## src/rtl/mod3_job_scheduler.sv

```systemverilog
// Round-robin scheduler sharing one serial 64-bit mod-3 unit between NUM_REQ requesters.
// One job in flight at a time: grant, launch, run (with timeout), then hold the tagged response.
module mod3_job_scheduler #(
  parameter int unsigned NUM_REQ = 4,
  parameter int unsigned ID_W    = 2,
  parameter int unsigned TIMEOUT = 100
) (
  input  logic                    clk,
  input  logic                    rst_n,
  input  logic [NUM_REQ-1:0]      req_valid,
  input  logic [64*NUM_REQ-1:0]   req_data,
  output logic [NUM_REQ-1:0]      req_ready,
  output logic                    rsp_valid,
  input  logic                    rsp_ready,
  output logic [ID_W-1:0]         rsp_id,
  output logic [1:0]              rsp_rem,
  output logic                    rsp_err,
  output logic                    busy,
  output logic [63:0]             mod_x,
  output logic                    mod_e,
  input  logic [1:0]              mod_s,
  input  logic                    mod_f
);

  localparam int unsigned CNT_W = $clog2(TIMEOUT + 1);

  typedef enum logic [1:0] {
    IDLE,
    LAUNCH,
    RUN,
    RESP
  } state_t;

  state_t            state_q, state_d;
  logic [ID_W-1:0]   rr_ptr_q, rr_ptr_d;
  logic [ID_W-1:0]   id_q, id_d;
  logic [63:0]       x_q, x_d;
  logic [CNT_W-1:0]  cnt_q, cnt_d;
  logic [1:0]        rem_q, rem_d;
  logic              err_q, err_d;

  logic              win_found;
  logic [ID_W-1:0]   win_idx;

  // Rotating priority search starting at rr_ptr_q.
  always_comb begin
    int unsigned idx;
    logic [ID_W-1:0] cand;
    win_found = 1'b0;
    win_idx   = '0;
    idx       = 0;
    cand      = '0;
    for (int unsigned i = 0; i < NUM_REQ; i++) begin
      idx = 32'(rr_ptr_q) + i;
      if (idx >= NUM_REQ) begin
        idx = idx - NUM_REQ;
      end
      cand = ID_W'(idx);
      if (!win_found && req_valid[cand]) begin
        win_found = 1'b1;
        win_idx   = cand;
      end
    end
  end

  always_comb begin
    req_ready = '0;
    if (rst_n && state_q == IDLE && win_found) begin
      req_ready[win_idx] = 1'b1;
    end
  end

  always_comb begin
    state_d  = state_q;
    rr_ptr_d = rr_ptr_q;
    id_d     = id_q;
    x_d      = x_q;
    cnt_d    = cnt_q;
    rem_d    = rem_q;
    err_d    = err_q;
    case (state_q)
      IDLE: begin
        if (win_found) begin
          x_d     = req_data[{win_idx, 6'd0} +: 64];
          id_d    = win_idx;
          state_d = LAUNCH;
        end
      end
      LAUNCH: begin
        cnt_d   = '0;
        state_d = RUN;
      end
      RUN: begin
        cnt_d = cnt_q + 1'b1;
        // cnt_q == 0 marks the first RUN cycle, where a stale mod_f is not trusted.
        if (cnt_q != '0 && mod_f) begin
          rem_d   = mod_s;
          err_d   = 1'b0;
          state_d = RESP;
        end else if (cnt_q == CNT_W'(TIMEOUT - 1)) begin
          rem_d   = '0;
          err_d   = 1'b1;
          state_d = RESP;
        end
      end
      RESP: begin
        if (rsp_ready) begin
          rr_ptr_d = (id_q == ID_W'(NUM_REQ - 1)) ? '0 : id_q + 1'b1;
          state_d  = IDLE;
        end
      end
      default: state_d = IDLE;
    endcase
  end

  always_ff @(posedge clk) begin
    if (!rst_n) begin
      state_q  <= IDLE;
      rr_ptr_q <= '0;
      id_q     <= '0;
      x_q      <= '0;
      cnt_q    <= '0;
      rem_q    <= '0;
      err_q    <= 1'b0;
    end else begin
      state_q  <= state_d;
      rr_ptr_q <= rr_ptr_d;
      id_q     <= id_d;
      x_q      <= x_d;
      cnt_q    <= cnt_d;
      rem_q    <= rem_d;
      err_q    <= err_d;
    end
  end

  assign mod_x     = x_q;
  assign mod_e     = (state_q == RUN);
  assign rsp_valid = (state_q == RESP);
  assign rsp_id    = id_q;
  assign rsp_rem   = rem_q;
  assign rsp_err   = err_q;
  assign busy      = (state_q != IDLE);

endmodule
```

## config.mk

```make
export PLATFORM = sky130hd
export DESIGN_NAME = mod3_job_scheduler
export DESIGN_NICKNAME = d
export VERILOG_FILES = /design/src/rtl/mod3_job_scheduler.sv
export SDC_FILE = /design/constraint.sdc
export NUM_CORES = 1
export LEC_CHECK = 0
export BUFFER_PORTS_ARGS = -buffer_cell sky130_fd_sc_hd__buf_2
export CAP_MARGIN = 20
export CELL_PAD_IN_SITES_DETAIL_PLACEMENT = 1
export CELL_PAD_IN_SITES_GLOBAL_PLACEMENT = 1
export CORE_ASPECT_RATIO = 0.9
export CORE_UTILIZATION = 29
export DETAILED_ROUTE_END_ITERATION = 8
export GPL_TIMING_DRIVEN = 0
export PLACE_DENSITY = 0.9
export SKIP_LAST_GASP = 1
export SYNTH_ARGS = -nofsm -noshare
export SYNTH_HDL_FRONTEND = slang
export SYNTH_SLANG_ARGS = --single-unit
```

## constraint.sdc

```tcl
create_clock -name clk -period 2.38 [get_ports clk]
set_clock_uncertainty 0.05 [all_clocks]
set_input_delay 0.238 -clock clk [delete_from_list [all_inputs] [get_ports clk]]
set_output_delay 0.238 -clock clk [all_outputs]
set_load 0.05 [all_outputs]
```

After elaboration in Yosys (flattened, before gate mapping) --
Cells that the tools add are included.
Operators by class: add/sub/neg operators 9, magnitude comparators 10, equal/unequal tests 8, shift operators 1, multiplexer cells 34, reduce and logical (&&, ||, !) cells 19
Operator list (count):
- indexed part select 256 x 9 -> 64 bit | 1
- 2-to-1 mux 2 bit | 15
- less-than comparator 2 x 3 -> 1 bit (second input constant) | 5
- case mux 7 bit (2 select lines) | 1
- 2-to-1 mux 1 bit | 11
- >= comparator 3 bit (second input constant) | 3
- binary-select mux 1 bit (select 2 bit) | 4
- case mux 2 bit (4 select lines) | 1
- subtractor 2 x 1 -> 2 bit (second input constant) | 4
- adder 7 x 1 -> 7 bit (second input constant) | 1
- equality test 7 bit (second input constant) | 1
- logical AND 1 bit | 7
- nonzero test 7 bit | 1
- adder 2 x 2 -> 3 bit (second input constant) | 2
- equality test 2 bit (second input constant) | 3
- AND reduction 2 bit | 3
- nonzero test 2 bit | 3
- 2-to-1 mux 4 bit | 1
- adder 2 x 1 -> 3 bit (second input constant) | 1
- >= comparator 2 x 3 -> 1 bit (second input constant) | 1
- zero test 1 bit | 3
- inequality test 3 x 1 -> 1 bit (second input constant) | 1
- AND reduction 3 bit | 1
- adder 2 x 1 -> 2 bit (second input constant) | 1
- 6 further kinds | 6
Storage, ports and cells: flip-flop bits (word level) 80, bits of input ports 266, output and inout port bits 76, logic and storage cells 88

Logic depth before layout (Yosys ltp) --
Gate-level depths: netlist of run 1.
depth in word-level cells 19, mapped depth 8, mapped depth without buffers 6

Worst setup path after synthesis of run 1 --
OpenSTA, ideal clock, no wires.
path type input to output, start point input port req_valid[3], end point output port req_ready[1], data arrival time 1662 ps, required time 2092 ps, slack 430 ps, stages 6, path buffers 3, path through buf_2 > nor2_1 > o221a_2 > buf_2 > buf_1 > and3_1
Between the ends: cells in the longest elaborated chain, start to end 17, elaborated cells between the ends (all ways) 29, classes of those cells 2 x order compare; 19 x mux; 8 x reduce/logical
RTL lines:
- from (decl) | line 10 | input logic [NUM_REQ-1:0] req_valid,
- binary-select mux 1 bit (select 2 bit) | line 59 | if (!win_found && req_valid[cand]) begin
- 2-to-1 mux 1 bit (not written as such) | line 59
- 2-to-1 mux 1 bit | line 59
- zero test 1 bit | line 59
- logical AND 1 bit | line 59
- 2-to-1 mux 1 bit | line 59
- zero test 1 bit | line 59
- logical AND 1 bit | line 59
- 2-to-1 mux 1 bit | line 59
- zero test 1 bit | line 59
- logical AND 1 bit | line 59
- 2-to-1 mux 2 bit | line 59
- less-than comparator 2 x 3 -> 1 bit (not written as such) / >= comparator 2 x 1 -> 1 bit (equally long branches) | line 69 | req_ready[win_idx] = 1'b1;
- logical AND 1 bit (not written as such) | line 69
- 2-to-1 mux 1 bit (not written as such) | line 69
- demux 1 bit (select 2 bit) | line 69
- 2-to-1 mux 4 bit * | line 68 | if (rst_n && state_q == IDLE && win_found) begin
- to (decl) | line 12 | output logic [NUM_REQ-1:0] req_ready,
Every way passes the cells marked *; elsewhere a longest branch is shown, timed or not. The select of a mux whose other input is x is not followed.

Worst setup path in the final report of run 1 --
start point input port rst_n, end point output port req_ready[2]
Between the ends: cells in the longest elaborated chain, start to end 3
RTL lines:
- from (decl) | line 9 | input logic rst_n,
- logical AND 1 bit (2 in series) | line 68
- 2-to-1 mux 4 bit | line 68
Every way passes these cells.

==> summary.md, run 1 <==
| Metric | Value |
|---|---|
| Top achievable clock speed | 0.449 GHz |
| Synthesized area per cell | 8.40 um^2 |
| Status | finished clean |
| Die H | 129 um |
| Reg2reg end | mod_x[44]$_SDFFE_PN0P_ |
| Critical path arrival | 1.94 ns |
| Clock root buffer master | clkbuf_16 |
| Crit-path max FO | 10 |
| Row count | 46 |
| Crit share post-route | roughly 94% |
| Initial core utilization | 29.6% |
| Prevailing post-synth register cell | dfxtp_1 |
| Critical Path RT | roughly 2.1 ns |
| CTS tree | built |
| Maximum VDD drop | approximately 0.54 mV |
| Iter 0 DRT Violations | 257 |
| CTS Hold Bufs | 0 |
| Max-Cap Viols | 0 |
| Final setup fails | 0 |
| GRT Total Usage | 23.5% |
| Routed Antenna Nets | 0 |
| P_leak | 0.00355 uW |
| Htree depth | 3 |
| Clk_lat worst skew | 0.34 ns |
| Synth-to-Final Area Change | 44.6% |
| FILL cells | 2257 |
| Final routed DRC violation total | 0 |
| GR Overflow Total | 0 |
| Synth Warn # | 0 |
| Via density | 5.19 |
| Max Root-Sink Buffers | 2 |
| Vias | between 6000 and 7000 |
| Number of port buffers | 337 |
| Clock Power Share | 16.5% |
| Post-synth EDFFs | 0 |
| Internal Power | roughly 4500 uW |
| Worst r2r src | rr_ptr_q[1]$_SDFFE_PN0P_ |
| Worst setup endpoint | req_ready[2] |
| Crit end category | primary output |
| Unrepaired setup endpoints after global routing | no |
| CP Launch Point | rst_n |
| Initial antenna violation count | 3 |
| Cells after Synth | between 600 and 700 |
| WS Path Type | primary input to primary output |
| Netlist Area Pre-Place | 0.00519 mm^2 |
| Global-route wire length before repair | 33.0 mm |
| Die W | roughly 140 um |
| Gpl congestion | roughly 0.79 |
| Switch Pwr | 4680 uW |
| Post-synth ARST share | 0% |
| Vias in the first global route | 6229 |
| Drt total wl | 22.5 mm |
| Largest net degree at the start of global routing | 20 |
| Register area share after synthesis | 30.9% |
| P per Cell Area | approximately 1200 mW/mm^2 |
| Gate power share | 59.5% |
| Fin. max-slew vios | 0 |
| Switching power share of the total | 51.0% |
| Sum Neg Setup Slack | 0 ns |
| Path depth of the worst reg2reg path | 8 |
| Drt wl/cell | 18.6 um |
| I/O Pins | 342 |
| TritonCTS buffer count | 9 |
| Post-DP HPWL | 18.0 mm |
| Clk pin slew, worst setup/hold paths | around 0.06 ns |
| Reg area | ~0.0016 mm^2 |
| Final Hold Viols | 0 |
| Distinct cells, synth | 44 |
| Fin nets | 1238 |
| TritonRoute pass-1 iters | 6 |
| Core ar. | 0.0176 mm^2 |
| Syn_nets | 891 |
| Die Area | 0.0184 mm^2 |
| Number of synthesized register bits | 80 |
| Multi-input logic area | 0.00320 mm^2 |
| Critical Path Start Type | primary input |
| Fin crit period | approximately 2.2 ns |
| Worst slew pin tran | 0.781 ns |
| Hold_ws | 0.119 ns |
| Share of cells above drive strength 1 | 41.3% |
| Max_slew headroom | 47.9% |
| CTS sink cnt | 80 |
| Flop pwr share | 24.0% |
| R2R setup slack | 0.16 ns |
| Min-delay worst type | primary input to flop |
synth_stat cells, types with 2 or more instances:
cell type / instances / area [um^2]
nand2_1: 128 / 480
dfxtp_1: 80 / 1600
mux2i_1: 66 / 661
o21ai_1: 59 / 295
o21a_1: 58 / 435
a221o_1: 57 / 571
clkbuf_1: 16 / 60.1
buf_6: 15 / 169
buf_2: 12 / 60.1
inv_1: 11 / 41.3
nor2_1: 11 / 41.3
o22ai_1: 9 / 56.3
a21oi_1: 7 / 35.0
a221oi_1: 7 / 61.3
ha_1: 7 / 87.6
nand2b_1: 7 / 43.8
o21ai_2: 7 / 61.3
buf_4: 6 / 45.0
and3_1: 5 / 31.3
nor2b_1: 5 / 31.3
o21ai_0: 5 / 25.0
buf_1: 4 / 15.0
a21boi_0: 3 / 22.5
nand3_1: 3 / 15.0
nand4_1: 3 / 18.8
nor3_1: 3 / 15.0
xor2_1: 3 / 26.3
a22oi_1: 2 / 15.0
a31oi_1: 2 / 12.5
o221a_2: 2 / 22.5
or3_1: 2 / 12.5
critical path, cell delays in order:
cell	delay, ns
clkbuf_1	0.40
buf_2	0.42
clkbuf_1	0.40
and3_1	0.22
buf_2	0.26
logic make-up after synthesis:
logic type,after synthesis,synth area share [%]
multiplexers,67,12.9
AND/OR/NAND/NOR,171,14.0
flip-flops,80,30.9
adder cells (fa/ha/maj),7,1.69
XOR/XNOR,4,0.675
AO/OA/AOI/OAI,224,32.2
buffers and inverters,65,7.62
metal layers:
layer	share of wire (%)	GRT usage, %
met1	41	27.2
met5	0.058	0
met4	1.9	7.72
met3	7.4	4.91
met2	50	42.8
area by class of cell:
type / instances / area share, %
timing repair buffer: 338 / 22.6
inverter: 11 / 0.550
tap: 240 / 4.00
antenna: 1 / 0.0333
sequential: 80 / 21.4
multi-input combinational: 473 / 42.6
clock inverter: 5 / 1.08
clock buffer: 11 / 3.10
buffer: 52 / 4.64
flip-flops by register name, indices dropped and copies added (netlist names):
name	cells
cnt_q	7
state_q	2
rsp_rem	2
rsp_err	1
rr_ptr_q	2
mod_x	64
rsp_id	2
cells in the final DEF, fill, tap and decap left out, types with 3 or more instances in the layout:
cell / instances
nand3_1: 3
o21a_1: 58
o21ai_0: 5
nor3_1: 3
buf_4: 7
o22ai_1: 9
a21boi_0: 3
nor2_1: 11
inv_1: 11
and3_1: 5
ha_1: 7
nand2b_1: 7
o21ai_1: 59
o21ai_2: 7
buf_6: 15
buf_1: 3
mux2i_1: 66
a221oi_1: 7
clkbuf_1: 18
clkbuf_16: 9
buf_2: 346
nand4_1: 3
a21oi_1: 6
xor2_1: 3
nor2b_1: 5
nand2_1: 128
dfxtp_1: 78
a221o_1: 57
timing repair:
action                     CTS  global route
setup buffers                1             0
setup endpoints to repair    3             2
gates resized for setup      3             2
pin swaps                    1             0
through the flow:
step,total power [uW],instance area [um^2],util (%),cells,worst slack (ns)
5_1_grt,9670,7500,42.7,1210,0.00699
6_report,9190,7500,42.7,1211,0.153
2_1_floorplan,6210,5190,-,618,0.430
3_3_place_gp,7560,7180,40.9,1195,0.0156
3_5_place_dp,7700,7180,40.9,1195,0.0218
4_1_cts,9260,7500,42.7,1211,0.00675
power groups by stage:
stage	Sequential [uW]	Combinational, uW	Clock [uW]
global placement	2200	5360	0
detailed placement	2230	5460	0
finish	2210	5460	1510
CTS	2210	5490	1560
global route	2270	5800	1600
floorplan	4060	2150	0
worst min path at each step:
stage / start / endpoint / slack [ns] / cells past startpoint
global route: req_data[109] / mod_x[45]$_SDFFE_PN0P_ / 0.13 / 3
global placement: rsp_id[1]$_SDFFE_PN0P_ / rsp_id[1]$_SDFFE_PN0P_ / 0.44 / 2
floorplan: rsp_ready / rr_ptr_q[1]$_SDFFE_PN0P_ / 0.36 / 2
finish: req_data[151] / mod_x[23]$_SDFFE_PN0P_ / 0.12 / 3
detailed placement: state_q[0]$_SDFFE_PN0P_ / state_q[0]$_SDFFE_PN0P_ / 0.44 / 1
CTS: req_data[151] / mod_x[23]$_SDFFE_PN0P_ / 0.11 / 3
No activity file was read; power rests on OpenSTA's default activity.
==> inputs of run 2 (changes only) <==
--- a/config.mk
+++ b/config.mk
@@ -6,14 +6,13 @@
 export NUM_CORES = 1
 export LEC_CHECK = 0
 export BUFFER_PORTS_ARGS = -buffer_cell sky130_fd_sc_hd__buf_2
-export CAP_MARGIN = 20
 export CELL_PAD_IN_SITES_DETAIL_PLACEMENT = 1
 export CELL_PAD_IN_SITES_GLOBAL_PLACEMENT = 1
 export CORE_ASPECT_RATIO = 0.9
-export CORE_UTILIZATION = 29
+export CORE_UTILIZATION = 26
 export DETAILED_ROUTE_END_ITERATION = 8
 export GPL_TIMING_DRIVEN = 0
-export PLACE_DENSITY = 0.9
+export PLACE_DENSITY = 0.86
 export SKIP_LAST_GASP = 1
 export SYNTH_ARGS = -nofsm -noshare
 export SYNTH_HDL_FRONTEND = slang
==> constraint.sdc (replaced) <==
create_clock -name clk -period 2 [get_ports clk]
set_clock_uncertainty 0.05 [all_clocks]
set_input_delay 0.2 -clock clk [delete_from_list [all_inputs] [get_ports clk]]
set_output_delay 0.2 -clock clk [all_outputs]
set_load 0.05 [all_outputs]
==> summary.md, run 2 (synthesis results as in run 1) <==
| Metric | Value |
|---|---|
| Status | complete, but fails checks |
| Failing checks | negative setup slack |
| Min-delay worst type | primary input to flop |
| Final WS setup | -0.0142 ns |
| Fin nets | around 1300 |
| Maximum VDD drop | around 0.73 mV |
| P_leak | 0.00377 uW |
| Fin. max-slew vios | 0 |
| Most frequent cells in the layout | 338 x buf_2, 128 x nand2_1, 76 x dfxtp_1 |
| CTS tree | built |
| Top achievable clock speed | 0.496 GHz |
| Max-Cap Viols | 0 |
| P per Cell Area | 1370 mW/mm^2 |
| Most common cell after layout, fill and taps aside | buf_2 |
| Critical Path Start Type | flop |
| Core ar. | around 0.019 mm^2 |
| Gpl congestion | 0.801 |
| Final routed DRC violation total | 0 |
| Max FFs per register | 64 |
| Routed Antenna Nets | 0 |
| Vias | 6317 |
| Final non-filler cell area | 0.00815 mm^2 |
| Die H | 136 um |
| Initial antenna violation count | 1 |
| R2R setup slack | -0.01 ns |
| Post-DP HPWL | 18.1 mm |
| Global-route wire length before repair | 33.8 mm |
| Crit end category | flop |
| Final setup fails | 1 |
| Fin crit period | 2.01 ns |
| Max_slew headroom | 49.4% |
| Htree depth | 3 |
| Share of cells above drive strength 1 | 47.1% |
| GR Overflow Total | 0 |
| WS Path Type | flop to flop |
| Number of port buffers | 337 |
| Post-place setup slack | -0.363 ns |
| FILL cells | 2420 |
| Largest net degree at the start of global routing | 19 |
| Die Area | 0.0205 mm^2 |
| Initial core utilization | 26.8% |
| Die W | 151 um |
| WHS Path Cells | 3 |
| Unrepaired setup endpoints after global routing | yes |
| Total chip power | 11100 uW |
| TritonRoute pass-1 iters | 4 |
| Clock root buffer master | clkbuf_16 |
| Vias in the first global route | 6405 |
| Hold_ws | 0.0741 ns |
| Worst slew pin tran | between 0.7 and 0.8 ns |
| Crit share post-route | 101% |
| GRT Total Usage | a little over a fifth |
| Critical path arrival | 2.19 ns |
| CTS sink cnt | 80 |
| Crit-path max FO | 6 |
| TritonCTS buffer count | 9 |
| Synth-to-Final Area Change | 56.9% |
| Row count | 48 |
| Iter 0 DRT Violations | roughly 280 |
| Critical Path RT | 2.18 ns |
| Via density | between 5 and 6 |
| Largest stage delay, worst path | 0.38 ns |
| Drt wl/cell | 19.3 um |
| Clk_lat worst skew | about 0.34 ns |
| Final Hold Viols | 0 |
| Dpl cell area | just over 0.007 mm^2 |
| Worst path cell trace | mux2_4 > a221oi_4 > buf_6 > buf_12 > clkbuf_16 > mux2i_1 > o21ai_1 |
| Drt total wl | 24.0 mm |
| Path depth of the worst reg2reg path | 7 |
| Slowest CP cell | dfxtp_4 |
| Final core occ | 42.1% |
| Clk pin slew, worst setup/hold paths | 0.07 ns |
| I/O Pins | 342 |
| Max Root-Sink Buffers | 2 |
[run 2: cell count changes in the layout (fill, tap and decap cells not counted), sizes merged]
| cell | change |
|---|---|
| buf | +12 |
| clkbuf | +6 |
| inv | +4 |
| bufinv | -2 |
| clkinv | +1 |
| clkinvlp | -1 |
[run 2: report_power, final]
group / internal (uW) / switching [uW]
Sequential: 2260 / 363
Combinational: 2250 / 4650
Clock: 858 / 756
Total: 5370 / 5770
[run 2: path summary, 6_finish.rpt]
path                             from                       to
max          rr_ptr_q[1]$_SDFFE_PN0P_   mod_x[21]$_SDFFE_PN0P_
min                     req_data[160]   mod_x[32]$_SDFFE_PN0P_
max reg2reg  rr_ptr_q[1]$_SDFFE_PN0P_   mod_x[21]$_SDFFE_PN0P_
min reg2reg   state_q[0]$_SDFFE_PN0P_  state_q[0]$_SDFFE_PN0P_
[run 2: per-layer routing]
| layer | routed length [um] | GRT usage, % | up-vias |
|---|---|---|---|
| met5 | 0 | 0 | - |
| met4 | 472 | 6.06 | 0 |
| met3 | 1940 | 5.57 | 28 |
| met2 | 12100 | 40.2 | 290 |
| met1 | 9420 | 24.7 | 2977 |
| li1 | - | - | 3022 |
[run 2: cell type report]
| class | instances | area (um^2) | share of cell area (%) |
|---|---|---|---|
| multi-input combinational | 473 | 3440 | 42.2 |
| timing repair buffer | 359 | 2000 | 24.5 |
| sequential | 80 | 1610 | 19.8 |
| buffer | 51 | 462 | 5.67 |
| tap | 250 | 313 | 3.84 |
| clock buffer | 9 | 225 | 2.76 |
| clock inverter | 7 | 52.6 | 0.645 |
| inverter | 11 | 41.3 | 0.507 |
| antenna | 1 | 2.50 | 0.0307 |
[run 2: worst max-delay path, delay by kind of cell, from the launching register on]
kind            cells  cell delay, ns
compound gates      2            0.39
buf+inv             3            0.51
flops               1            0.38
mux                 2            0.56
[run 2: metrics by stage]
step           cells  TNS, ns
5_1_grt         1241   -0.732
3_5_place_dp    1205    -8.51
3_3_place_gp    1205    -6.24
4_1_cts         1233   -0.265
6_report        1241  -0.0142
2_1_floorplan    618        0
[run 2: timing repair]
item / 4_1_cts / 5_1_grt
hold buffers: 0 / 0
endpoints found under the setup margin: 58 / 65
resized for setup: 52 / 64
gates cloned: 1 / 6
endpoints found under the hold margin: 0 / 0
setup buffers: 14 / 3
pin swaps: 6 / 27
